===== src/rtl/shift_register_unit.sv =====
// shift_register_unit
// Operand registers A and B of the bit-serial logic processor plus the
// operation control FSM (idle -> shift -> hold) and shift counter.
// Each operation shifts both registers right WIDTH times, LSB first. The
// routed result bits come back in at the MSB end, so after WIDTH shifts A and
// B hold their new values.
//
// Ports:
//   clk          system clock, rising edge
//   reset        synchronous active-high reset
//   execute      level request for one operation; must drop before the next run
//   load_a       parallel-load A from din (IDLE only)
//   load_b       parallel-load B from din (IDLE only)
//   din          parallel load data
//   a_serial_in  routed bit shifted into A's MSB
//   b_serial_in  routed bit shifted into B's MSB
//   a_serial_out A[0]
//   b_serial_out B[0]
//   a_value      current A contents
//   b_value      current B contents
//   shift_active high in SHIFT
//   done         high in HOLD
module shift_register_unit #(
    parameter int unsigned WIDTH = 8
) (
    input  logic             clk,
    input  logic             reset,
    input  logic             execute,
    input  logic             load_a,
    input  logic             load_b,
    input  logic [WIDTH-1:0] din,
    input  logic             a_serial_in,
    input  logic             b_serial_in,
    output logic             a_serial_out,
    output logic             b_serial_out,
    output logic [WIDTH-1:0] a_value,
    output logic [WIDTH-1:0] b_value,
    output logic             shift_active,
    output logic             done
);

    localparam int unsigned CNT_W = $clog2(WIDTH);

    localparam logic [1:0] ST_IDLE  = 2'd0;
    localparam logic [1:0] ST_SHIFT = 2'd1;
    localparam logic [1:0] ST_HOLD  = 2'd2;

    logic [1:0]       state;
    logic [1:0]       state_nxt;
    logic [CNT_W-1:0] cnt;
    logic [CNT_W-1:0] cnt_nxt;
    logic [WIDTH-1:0] a_reg;
    logic [WIDTH-1:0] a_nxt;
    logic [WIDTH-1:0] b_reg;
    logic [WIDTH-1:0] b_nxt;

    // State, counter and operand registers
    always_ff @(posedge clk) begin
        if (reset) begin
            state <= ST_IDLE;
            cnt   <= '0;
            a_reg <= '0;
            b_reg <= '0;
        end else begin
            state <= state_nxt;
            cnt   <= cnt_nxt;
            a_reg <= a_nxt;
            b_reg <= b_nxt;
        end
    end

    // Next-state, counter and register update logic
    always_comb begin
        state_nxt = state;
        cnt_nxt   = cnt;
        a_nxt     = a_reg;
        b_nxt     = b_reg;
        case (state)
            ST_IDLE: begin
                // execute wins over loads; the start edge itself does not shift
                if (execute) begin
                    state_nxt = ST_SHIFT;
                    cnt_nxt   = '0;
                end else begin
                    if (load_a) a_nxt = din;
                    if (load_b) b_nxt = din;
                end
            end
            ST_SHIFT: begin
                a_nxt = {a_serial_in, a_reg[WIDTH-1:1]};
                b_nxt = {b_serial_in, b_reg[WIDTH-1:1]};
                if (cnt == CNT_W'(WIDTH - 1)) begin
                    state_nxt = ST_HOLD;
                    cnt_nxt   = '0;
                end else begin
                    cnt_nxt = cnt + CNT_W'(1);
                end
            end
            ST_HOLD: begin
                // a still-high execute must not retrigger a run
                if (!execute) state_nxt = ST_IDLE;
            end
            default: begin
                state_nxt = ST_IDLE;
                cnt_nxt   = '0;
            end
        endcase
    end

    assign a_serial_out = a_reg[0];
    assign b_serial_out = b_reg[0];
    assign a_value      = a_reg;
    assign b_value      = b_reg;
    assign shift_active = (state == ST_SHIFT);
    assign done         = (state == ST_HOLD);

endmodule

===== config.mk =====
export PLATFORM = sky130hd
export DESIGN_NAME = shift_register_unit
export DESIGN_NICKNAME = d
export VERILOG_FILES = /design/src/rtl/shift_register_unit.sv
export SDC_FILE = /design/constraint.sdc
export NUM_CORES = 1
export LEC_CHECK = 0
export ABC_CLOCK_PERIOD_IN_PS = 1450
export CORE_MARGIN = 4
export CORE_UTILIZATION = 39
export CTS_CLUSTER_DIAMETER = 50
export DETAILED_ROUTE_END_ITERATION = 6
export PLACE_DENSITY = 0.74
export SETUP_SLACK_MARGIN = 0.05
export SLEW_MARGIN = 15
export SYNTH_ARGS = -nofsm -noshare
export SYNTH_HDL_FRONTEND = slang
export SYNTH_SLANG_ARGS = --single-unit

===== constraint.sdc =====
create_clock -name clk -period 1.45 [get_ports clk]
set_clock_uncertainty 0.2 [all_clocks]
set_input_delay 0.29 -clock clk [delete_from_list [all_inputs] [get_ports clk]]
set_output_delay 0.29 -clock clk [all_outputs]
set_load 0.005 [all_outputs]

# After elaboration in Yosys (flattened, before gate mapping)
# Index checks and enable logic that the tools add are counted.
dict set report totals {
  regBits 21
  in_bits 15
  out_inout_bits 20
  word_cells 34
}
dict set report op_classes {
  add_sub_neg 1
  n_eq_ne 9
  mux 13
  bitwise 1
  n_reduce_logical 6
}
# op n
set op_table {}
lappend op_table {{8-bit two-way mux} 4}
lappend op_table {{8-bit one-hot mux with 2 select lines} 2}
lappend op_table {{2-bit inequality test (second input constant)} 5}
lappend op_table {{3-bit one-hot mux with 3 select lines} 1}
lappend op_table {{3-bit AND reduction} 3}
lappend op_table {{2-bit two-way mux} 3}
lappend op_table {{3-bit two-way mux} 2}
lappend op_table {{2-bit one-hot mux with 3 select lines} 1}
lappend op_table {{3-bit by 1-bit adder with 3-bit output (second input constant)} 1}
lappend op_table {{3-bit == test (second input constant)} 1}
lappend op_table {{2-bit by 1-bit == test with 1-bit output (second input constant)} 1}
lappend op_table {{2-bit == test (second input constant)} 1}
lappend op_table {{2-bit logical NOT} 1}
lappend op_table {{2-bit by 1-bit inequality test with 1-bit output (second input constant)} 1}
lappend op_table {{2-bit AND reduction} 1}
lappend op_table {{2-bit nonzero test} 1}
lappend op_table {{1-bit inverter} 1}

# Depth between registers and ports, before layout
dict set report logic_depth {
  ltp_word 3
  ltp_mapped 6
  ltp_nobuf 5
}

# Worst setup path after synthesis
# Ideal clock, no wire load.
dict set report synth_path {
  path_kind {reg-to-reg}
  from {register state[1]}
  to {register a_reg[3], in the netlist a_value[3]}
  t_arrival_ps 1146
  t_required_ps 1180
  path_slack_ps 35
  stages_incl_launch_ff 7
  n_path_buf 2
  period_less_slack_ps 1415
  cell_sequence {dfxtp_1 -> buf_6 -> or2b_4 -> inv_4 -> buf_6 -> a221o_1 -> a21oi_1}
}
dict set report synth_between {
  elab_chain_cells 3
  elab_cells_between_ends 7
}
# item line
set synth_rtl {}
lappend synth_rtl {{start, declared} 48} ;# logic [1:0] state;
lappend synth_rtl {{start signal, assigned} 65} ;# state <= state_nxt;
lappend synth_rtl {{2-bit by 1-bit == test with 1-bit output *} --}
lappend synth_rtl {{via shift_active} 38} ;# output logic shift_active,
lappend synth_rtl {{2-bit nonzero test (no line)} --}
lappend synth_rtl {{3-bit AND reduction (no line)} --}
lappend synth_rtl {{end signal, assigned} 67} ;# a_reg <= a_nxt;
lappend synth_rtl {{end, declared} 52} ;# logic [WIDTH-1:0] a_reg;
# Mark *: on every way through the listed nets, which the timed path passes. The rest lies on a longest branch.
# A chain may end at the register's enable or synchronous reset.

# Final worst setup path
dict set report layout_path {
  from {register state[0]}
  to {output port shift_active}
}
dict set report layout_between {
  elab_chain_cells 1
}
# item line
set layout_rtl {}
lappend layout_rtl {{2-bit by 1-bit == test with 1-bit output} 114} ;# assign shift_active = (state == ST_SHIFT);
lappend layout_rtl {{end, declared} 38}
# No other way between the ends.

==> impl_metrics.ini <==
[floorplanning]
start_util_pct = 42.58
rows = 17
die_area_um2 = 3400
die_h_um = 58.31
die_width_um = 58.31
core_um2 = 2318
ios = 35

[synth]
synth_area_leaders = dfxtp_1 (43%), a221o_1 (14%), a21oi_1 (7.6%)
yosys.area_share.adder_pct = 2.535
synth_compound_area_share_pct = 30.04
synth_edf_count = 0
synth.most_common_cell = dfxtp_1
synth_top_area_share_pct = 42.59
async_reset_ff_share_pct = 0
synth-simple-area-share_pct = 12.29
synth_area_um2 = 987.2
syn_nets = 127
synthMuxAreaShare_pct = 0
yosys_warnings = 0
synth_xor_area_share_pct = 0
avgSynthCellArea_um2 = 8.975
syn_inst = 110
ys_ff_latch = 21
synth_top_area_cell = dfxtp_1
synth_cell_type_count = 21
synth_top_family_by_area = compound AO/OA/AOI/OAI gates
synth-main-ff-cell = dfxtp_1
synthTopCellsByCount = dfxtp_1 (21), inv_1 (18), a21oi_1 (15), a221o_1 (14), nor2_1 (13)
ys_seq_area_share_pct = 42.59

[sta]
fmax_ghz = 0.6335
layout_worst_path_cycle_share_pct = 108.9
rsz0062_at_grt = yes
slew_headroom_pct = 75.98
fin_setup_tns_ns = -0.9515
finalSetupViolations = 16
final-hold-violation-count = 0
fin_hold_ws_ns = 0.2754
tightest_slew_ns = 0.3600
slew_viol_final = 0
setup_slack_ns = -0.1286
fin_crit_ns = 1.579

[final_layout]
fin_nets = 180
drive_above_1_share_pct = 42.59
syn_to_final_growth_pct = 62.48
fillers = 179
insertedDiodeCount = 0
utilization_pct = 69.19

[route]
post_drt_wl_per_cell_um = 14.85
route.detailed.drc = 0
drt_first_pass_iters = 4
via_per_inst = 5.326
drt_iter0_drc = 20
vias = 1012
finalWirelength_mm = 2.821
postRouteAntennaNets = 0

[power]
total_leakage_power_uw = 0.0007019
vdd_drop_max_uv = 651.7
power_density_nw_per_um2 = 872.3

[clock_tree]
cts-root-buf = clkbuf_4
htree_levels = 1
insertion_delay_ns = 0.31
hold_buffers = 0
clk_pin_slew_ns = 0.12
cts.sinks = 21
clockBufferDepth = 2
cts_buffers = 3
tritoncts = yes

[run_status]
outcome = complete, but fails checks
violations = negative setup slack

[setup_path]
arrival_ns = 1.09
cp_cell_sequence = or2b_4 > inv_4 > buf_6
cp.required_ns = 0.96
worstSetupPathType = reg2out
worstSetupStartpointType = register
slowest_delay_ns = 0.36
critPathMaxFanout = 2
critPathSlowestCell = dfxtp_2
cp-end-kind = output port

[grt]
antenna_found_initial = 0
grt_max_degree = 22
grt_pass1_wl_mm = 4.209
first_global_vias = 983
grt_usage_pct = 16.27
overflow = 0

[placement]
numPortBuffers = 34
place_ws_ns = -0.4939
gp_congestion = 0.8040
hpwlAfterDp_mm = 1.795

[job]
timing.max_cap.violations = 0

[worst_hold_path]
hold_path_class = reg2reg
## cell type report
type | count | area, um^2 | share of cell area, %
repair buffers | 55 | 501.7 | 31.28
inverters | 19 | 81.33 | 5.070
clock buffers | 3 | 22.52 | 1.404
clock inverters | 1 | 5.005 | 0.3120
flip-flops and latches | 21 | 442.9 | 27.61
multi-input cells | 63 | 515.5 | 32.14
well taps | 28 | 35.03 | 2.184
## path summary, 6_finish.rpt
| path | to | startpoint | slack, ns | cells past startpoint |
|---|---|---|---|---|
| setup / recovery | shift_active | state[0]$_SDFFE_PP0P_ | -0.13 | 3 |
| hold / removal | a_value[2]$_SDFFE_PP0P_ | a_value[2]$_SDFFE_PP0P_ | 0.28 | 2 |
| setup reg to reg | b_value[6]$_SDFFE_PP0P_ | state[0]$_SDFFE_PP0P_ | -0.08 | 5 |
| hold reg to reg | a_value[2]$_SDFFE_PP0P_ | a_value[2]$_SDFFE_PP0P_ | 0.28 | 2 |
## placed cells by master (no fill, tap or decap), types with 2 or more instances in the layout
cell              n
dfxtp_1           3
a221o_1          14
o21bai_4          2
ha_1              2
nand2b_1          3
clkbuf_2          8
clkdlybuf4s15_1   9
buf_4            16
clkdlybuf4s50_1  12
buf_6             4
a32oi_1           3
nor2_1           13
dfxtp_2          18
a221oi_2          2
a21oi_1          11
clkbuf_4          3
inv_1            17
a21oi_2           4
nor3b_4           2
## worst max-delay path: cells and delay by family, from the launching register on
kind          cells  cell delay, ns
buf+inv           2            0.14
simple gates      1            0.28
flops             1            0.36
## repair_timing
item | CTS | global route
gates cloned | 0 | 1
endpoints found under the setup margin | 36 | 38
resized for setup | 63 | 33
buffers inserted | 5 | 5
pin swaps | 4 | 4
## stage by stage
stage	power (uW)	area, um^2	std cells
2_1_floorplan	839.1	987.2	110
3_3_place_gp	1033	1400	175
3_5_place_dp	1041	1400	175
4_1_cts	1333	1495	184
5_1_grt	1482	1604	190
6_report	1399	1604	190
## cells by family after synthesis
| family | count (synthesis) |
|---|---|
| simple gates | 22 |
| buf+inv | 26 |
| fa+ha+maj | 2 |
| compound gates | 39 |
| flops | 21 |
## routing by layer
metal  wire length, um  vias up  global-route usage [%]
met5                 0        -                       0
met2              1459       25                   31.10
met3               116        7                   3.509
met1              1174      477                   16.49
met4                71        0                   7.616
li1                  -      503                       -
## power by group
group          total, uW  internal [uW]  leakage, uW  switching, uW
registers            668            638     0.000179           29.7
clock network        294            103    0.0000177            191
logic                437            247     0.000505            191
total               1400            988     0.000702            411
## state kept, by name, summed over array words and instances, names as in the netlist
signal / cells
cnt: 3
state: 2
b_value: 8
a_value: 8
Power figures use the tool's default switching activity.
